**config.mk**
```make
export PLATFORM = sky130hd
export DESIGN_NAME = ram_bist_ctrl
export DESIGN_NICKNAME = d
export VERILOG_FILES = /design/src/rtl/ram_bist_ctrl.sv
export SDC_FILE = /design/constraint.sdc
export NUM_CORES = 1
export LEC_CHECK = 0
export ABC_CLOCK_PERIOD_IN_PS = 1800
export CAP_MARGIN = 5
export CORE_MARGIN = 4
export CORE_UTILIZATION = 43
export CTS_CLUSTER_SIZE = 30
export DETAILED_ROUTE_END_ITERATION = 8
export GPL_TIMING_DRIVEN = 0
export PLACE_DENSITY = 0.75
export SLEW_MARGIN = 10
export SYNTH_ARGS = -nofsm -noshare
export SYNTH_HDL_FRONTEND = slang
export SYNTH_SLANG_ARGS = --single-unit
```
**constraint.sdc**
```tcl
create_clock -name clk -period 1.8 [get_ports clk]
set_input_delay 0.54 -clock clk [delete_from_list [all_inputs] [get_ports clk]]
set_output_delay 0.54 -clock clk [all_outputs]
set_load 0.01 [all_outputs]
```
**src/rtl/ram_bist_ctrl.sv**
```systemverilog
// Two-pass march-style BIST controller for a synchronous RAM with 1-cycle read latency.
// Optional macro RAM_BIST_ABORT_EN: stop the run at the first mismatch.
module ram_bist_ctrl #(
    parameter int                ADDR_W  = 8,
    parameter int                DATA_W  = 8,
    parameter logic [DATA_W-1:0] PATTERN = DATA_W'(8'hA5)
) (
    input  logic              clk,
    input  logic              rst_n,
    input  logic              start,
    output logic [ADDR_W-1:0] direccion,
    output logic [DATA_W-1:0] Dato_E,
    output logic              EN,
    input  logic [DATA_W-1:0] dato_s,
    output logic              busy,
    output logic              done,
    output logic              fail,
    output logic [7:0]        err_count,
    output logic [ADDR_W-1:0] fail_addr
);

    typedef enum logic [2:0] {IDLE, WR, RD, CMP, DONE} state_t;

    localparam logic [ADDR_W-1:0] LAST_ADDR = '1;

    state_t            state_reg, state_next;
    logic [ADDR_W-1:0] addr_reg, addr_next;
    logic              pass_reg, pass_next;
    logic [7:0]        err_reg, err_next;
    logic              fail_reg, fail_next;
    logic [ADDR_W-1:0] fail_addr_reg, fail_addr_next;
    logic [DATA_W-1:0] pat_value;
    logic              mismatch;

    // Pass 0 writes addr^PATTERN, pass 1 its complement, so every cell sees both polarities.
    function automatic logic [DATA_W-1:0] pat(input logic [ADDR_W-1:0] a, input logic p);
        logic [DATA_W-1:0] v;
        v = DATA_W'(a) ^ PATTERN;
        return p ? ~v : v;
    endfunction

    assign pat_value = pat(addr_reg, pass_reg);
    assign mismatch  = (dato_s != pat_value);

    always_ff @(posedge clk or negedge rst_n) begin
        if (!rst_n) begin
            state_reg     <= IDLE;
            addr_reg      <= '0;
            pass_reg      <= 1'b0;
            err_reg       <= '0;
            fail_reg      <= 1'b0;
            fail_addr_reg <= '0;
        end else begin
            state_reg     <= state_next;
            addr_reg      <= addr_next;
            pass_reg      <= pass_next;
            err_reg       <= err_next;
            fail_reg      <= fail_next;
            fail_addr_reg <= fail_addr_next;
        end
    end

    always_comb begin
        state_next     = state_reg;
        addr_next      = addr_reg;
        pass_next      = pass_reg;
        err_next       = err_reg;
        fail_next      = fail_reg;
        fail_addr_next = fail_addr_reg;
        case (state_reg)
            IDLE, DONE: begin
                if (start) begin
                    state_next     = WR;
                    addr_next      = '0;
                    pass_next      = 1'b0;
                    err_next       = '0;
                    fail_next      = 1'b0;
                    fail_addr_next = '0;
                end
            end
            WR: begin
                addr_next = addr_reg + 1'b1;
                if (addr_reg == LAST_ADDR) state_next = RD;
            end
            RD: state_next = CMP;
            CMP: begin
                if (mismatch) begin
                    if (err_reg != 8'hFF) err_next = err_reg + 8'd1;
                    fail_next = 1'b1;
                    if (!fail_reg) fail_addr_next = addr_reg;
                end
                if (addr_reg != LAST_ADDR) begin
                    addr_next  = addr_reg + 1'b1;
                    state_next = RD;
                end else if (!pass_reg) begin
                    pass_next  = 1'b1;
                    addr_next  = '0;
                    state_next = WR;
                end else begin
                    state_next = DONE;
                end
`ifdef RAM_BIST_ABORT_EN
                // First mismatch ends the run; err_count is 1 because no earlier failure existed.
                if (mismatch) begin
                    state_next = DONE;
                    addr_next  = addr_reg;
                    pass_next  = pass_reg;
                end
`endif
            end
            default: state_next = IDLE;
        endcase
    end

    assign direccion = addr_reg;
    assign EN        = (state_reg == WR);
    assign Dato_E    = (state_reg == WR) ? pat_value : '0;
    assign busy      = (state_reg == WR) || (state_reg == RD) || (state_reg == CMP);
    assign done      = (state_reg == DONE);
    assign fail      = fail_reg;
    assign err_count = err_reg;
    assign fail_addr = fail_addr_reg;

endmodule

```
# Word level (Yosys, flattened, before mapping)
# Index checks and enable logic that the tools add are counted.
# totals
wordCells	59
register_bits	29
# op_classes
addsub	2
eq_ne	15
n_reduce_logical	12
n_mux	22
bitwise_logic	2
# op_table
cell	n
$mux W8	9
$pmux W8 S2	2
$pmux W8 S3	1
$add A8 B1 Y8 const B	2
$ne A8 B8 Y1 const B	2
$mux W3	4
$pmux W3 S4	1
$ne A2 B2 Y1 const B	5
$reduce_and A3 Y1	3
$eq A8 B8 Y1 const B	1
$ne A8 B8 Y1	1
$not A8 Y8	1
$reduce_and A4 Y1	2
$eq A3 B2 Y1 const B	2
$not A4 Y4	1
$pmux W1 S2	2
$eq A3 B1 Y1 const B	1
$eq A3 B3 Y1 const B	1
$logic_not A3 Y1	1
$mux W1	3
$ne A3 B3 Y1 const B	1
$reduce_bool A3 Y1	1
$logic_or A1 B1 Y1	2
$ne A2 B1 Y1 const B	1
3 further kinds	3

# Longest topological paths before layout
# depth
ltp_word	6
depth_mapped	8
depth_no_buf	7

# Least setup slack after synthesis
# OpenSTA, ideal clock, no wires.
# synth_timing
path_kind	reg-to-reg
startpoint	register addr_reg[0], in the netlist direccion[0]
endpoint	register addr_reg[7], in the netlist direccion[7]
stages_incl_launch_ff	7
path_buffers	0
setup_ns	0.083
arrival_time_ns	1.869
required_time_ns	1.717
path_slack_ns	-0.152
path_cell_list	dfrtp_1 ha_1 nand3_1 or4_1 o21ai_2 o21ai_0 o21ai_0
# synth_via
elab_chain_cells	3
# synth_rtl
element	line_no	text
start, declared	27	logic [ADDR_W-1:0] addr_reg, addr_next;
start signal, assigned	55	addr_reg <= addr_next;
$add A8 B1 Y8 or $ne A8 B8 Y1 (tied branches)	82, 93, 92	
$mux W8 or $ne A3 B3 Y1 (tied branches)	-	
$pmux W8 S3 or $reduce_and A3 Y1 (tied branches)	-	
# Several ways; a longest one is shown, not always the timed one.
# A chain may end at the register's enable or synchronous reset.

# Final worst setup path
# layout_timing
startpoint	register addr_reg[5], in the netlist direccion[5]
endpoint	register addr_reg[7], in the netlist direccion[7]
# Same word-level chain as after synthesis.

==> results.yml <==
synthesis:
  synth-compound-area-share_pct: 19.57
  synth_warnings: 0
  synth_fa_ha_area_share_pct: 1.434
  synth-xor-area-share_pct: 8.029
  syn-num-nets: 218
  synth.area.mux_share_pct: 1.147
  synth_edf_count: 0
  netlist-cell-type-count: 43
  synth_top_family_by_area: "simple AND/OR/NAND/NOR gates"
  ys_seq_elements: 29
  synth_cells: 205
  synth-simple-area-share_pct: 21.79
  seq_area_frac_synth_pct: 41.58
  synth_flop_cell: "dfrtp_1"
  synthArstFlopShare_pct: 100.0
  syn-mean-instance-area_um2: 8.514
  synthesis.area_mm2: 0.001745
critical_path:
  path_common_cell: "buf_6"
  path_buf_inv: 3
  path_cells: "buf_6 > buf_6 > buf_6 > nand2_4 > or4_4 > nand2_2 > a31oi_1 > o21ai_1 > o21ai_1"
  r2r-start: "direccion[5]$_DFFE_PN0P_"
  cp.required_ps: 1940
  max_stage_delay_ps: 580
  cp-start-kind: "flop"
  path_delay_family: "simple AND/OR/NAND/NOR gates"
  crit_slowest_cell: "or4_4"
  arrival_ps: 2240
  endpoint_kind: "flop"
  crit_type: "flop to flop"
  worstSetupStartpoint: "direccion[5]$_DFFE_PN0P_"
  worstPathMaxFanout: 3
final_layout:
  utilization_pct: 91.27
  layout-drive-gt1-share_pct: 52.85
  multi_input_area_mm2: 0.001424
  area_growth_pct: 98.64
  layout_commonest_cell: "buf_4"
  n_fill_cell: 135
  final_cell_mix: "buf_4 (36), buf_6 (28), dfrtp_1 (24)"
  diodes: 0
  seq_area_um2: 732.0
  nets: 328
  instances_no_fill: 364
sta:
  worst_slew_pin_slew_ps: 699.9
  setup_tns_ps: -5587
  finalHoldViolCount: 0
  post-route-period-util_pct: 116.4
  finClkSkew_ps: 9.357
  setup_viol: 37
  fmax_ghz: 0.4772
  setup_slack_ps: -295.5
  grt_setup_unrepaired: "yes"
  slew-limit-headroom_pct: 53.34
  slew_violations: 0
  finalCriticalPeriod_ps: 2095
detailed_routing:
  drtIter0Drc: 270
  drc: 0
  viasPerCell: 6.376
  first_pass_iters: 5
  wirelength_um: 9182
  drtAntennaViolNets: 0
  post_drt_wl_per_cell_um: 25.23
  vias: 2321
cts:
  htreeDepth: 2
  tritoncts: "done"
  cts_hold_buffers: 0
  cts_sinks: 29
  path_clk_slew_ps: 70
  cts_buffers: 5
  clock-root-buffer: "clkbuf_8"
  clk_latency_ps: 300
  clock_path_buffers: 2
placed_design:
  dp_hpwl_um: 3219
  gp_congestion: 0.8223
  placed_cells: 299
  io_buffers: 46
run_status:
  status: "finished, violations left"
  violations: "negative setup slack"
floorplanning:
  die_width_um: 71.71
  pin_count: 47
  core_mm2: 0.003799
  die-area_mm2: 0.005142
  die_h_um: 71.71
  num_rows: 22
  initial_utilization_pct: 45.95
grt:
  antenna_found_initial: 0
  grt_remaining_overflow: 0
  grt_pass1_wl_um: 10170
  gr-usage-all-layers_pct: 25.40
  grt_pass1_vias: 2044
  grt_start_max_net_pins: 30
pwr:
  peakVddDrop_uv: 872.0
  pwr_density_cell_mw_per_mm2: 1079
  power.total_mw: 3.740
  leakage_nw: 1.589
flow_run:
  drv_cap: 0
worst_hold_path:
  min_path_type: "input pin to asynchronous set/reset pin"
-- logic make-up after synthesis --
logic type               count (synthesis)
flip-flops                              29
buffers and inverters                   26
adder cells (fa/ha/maj)                  2
AO/OA/AOI/OAI                           51
XOR/XNOR                                16
AND/OR/NAND/NOR                         79
multiplexers                             2
-- per-layer routing --
layer	track usage [%]	up-vias	share of wire (%)
li1	-	935	-
met1	33.77	1164	38
met2	41.63	174	49
met3	3.226	48	8.7
met4	10.44	0	4.4
met5	0	-	0
-- path summary, 6_finish.rpt --
path	slack, ps	cells past startpoint	end
max reg2reg	-300	9	direccion[7]$_DFFE_PN0P_
min	280	1	err_count[5]$_DFFE_PN0P_
min in group clk	540	2	fail_addr[0]$_DFFE_PN0P_
max	-300	9	direccion[7]$_DFFE_PN0P_
max in group asynchronous	1020	1	direccion[0]$_DFFE_PN0P_
min reg2reg	540	2	fail_addr[0]$_DFFE_PN0P_
-- layout make-up --
class	instances	share of cell area (%)
Buffer	9	3.176
Clock buffer	7	2.779
Timing Repair Buffer	103	28.11
Clock inverter	1	0.1444
Sequential cell	29	21.11
Multi-Input combinational cell	151	41.07
Tap cell	48	1.732
Inverter	16	1.877
-- worst register-to-register path, cell delays in order, from the launching register on --
cell	delay, ps
dfrtp_2	410
buf_6	120
buf_6	90
buf_6	100
nand2_4	50
or4_4	580
nand2_2	150
a31oi_1	60
o21ai_1	220
o21ai_1	170
-- report_power, final --
| part | leakage, nW | switching, mW | internal, mW |
|---|---|---|---|
| registers | 0.382 | 0.114 | 0.759 |
| logic | 1.15 | 1.11 | 1.13 |
| clock network | 0.0542 | 0.288 | 0.346 |
| total | 1.59 | 1.51 | 2.23 |
-- synth_stat cells, types with 3 or more instances --
cell | n | area [um2]
o211ai_1 | 3 | 22.52
nor3_1 | 3 | 15.01
xnor2_1 | 8 | 70.07
xor2_1 | 8 | 70.07
and3_1 | 4 | 25.02
o2bb2ai_1 | 7 | 61.31
a31oi_1 | 3 | 18.77
buf_2 | 6 | 30.03
inv_1 | 16 | 60.06
dfrtp_1 | 29 | 725.7
o21ai_0 | 12 | 60.06
nand3_1 | 12 | 60.06
nand2_1 | 22 | 82.58
a21oi_1 | 10 | 50.05
nor2_1 | 23 | 86.33
or4_1 | 3 | 22.52
-- metrics by stage --
step           setup WS, ps  hold slack (ps)  cell area [um2]
6_report             -295.5            283.3             3467
3_3_place_gp         -672.1            497.5             2292
4_1_cts              -196.6            295.0             2960
5_1_grt              -343.1            320.4             3467
2_1_floorplan        -5.487            244.4             1772
3_5_place_dp         -755.2            502.9             2287
-- timing repair --
action / CTS / global route
buffers inserted: 39 / 18
gates cloned: 1 / 1
pin swaps: 33 / 34
resized for setup: 134 / 89
endpoints found under the setup margin: 47 / 42
Note: power is estimated with default switching activity, not from simulation.
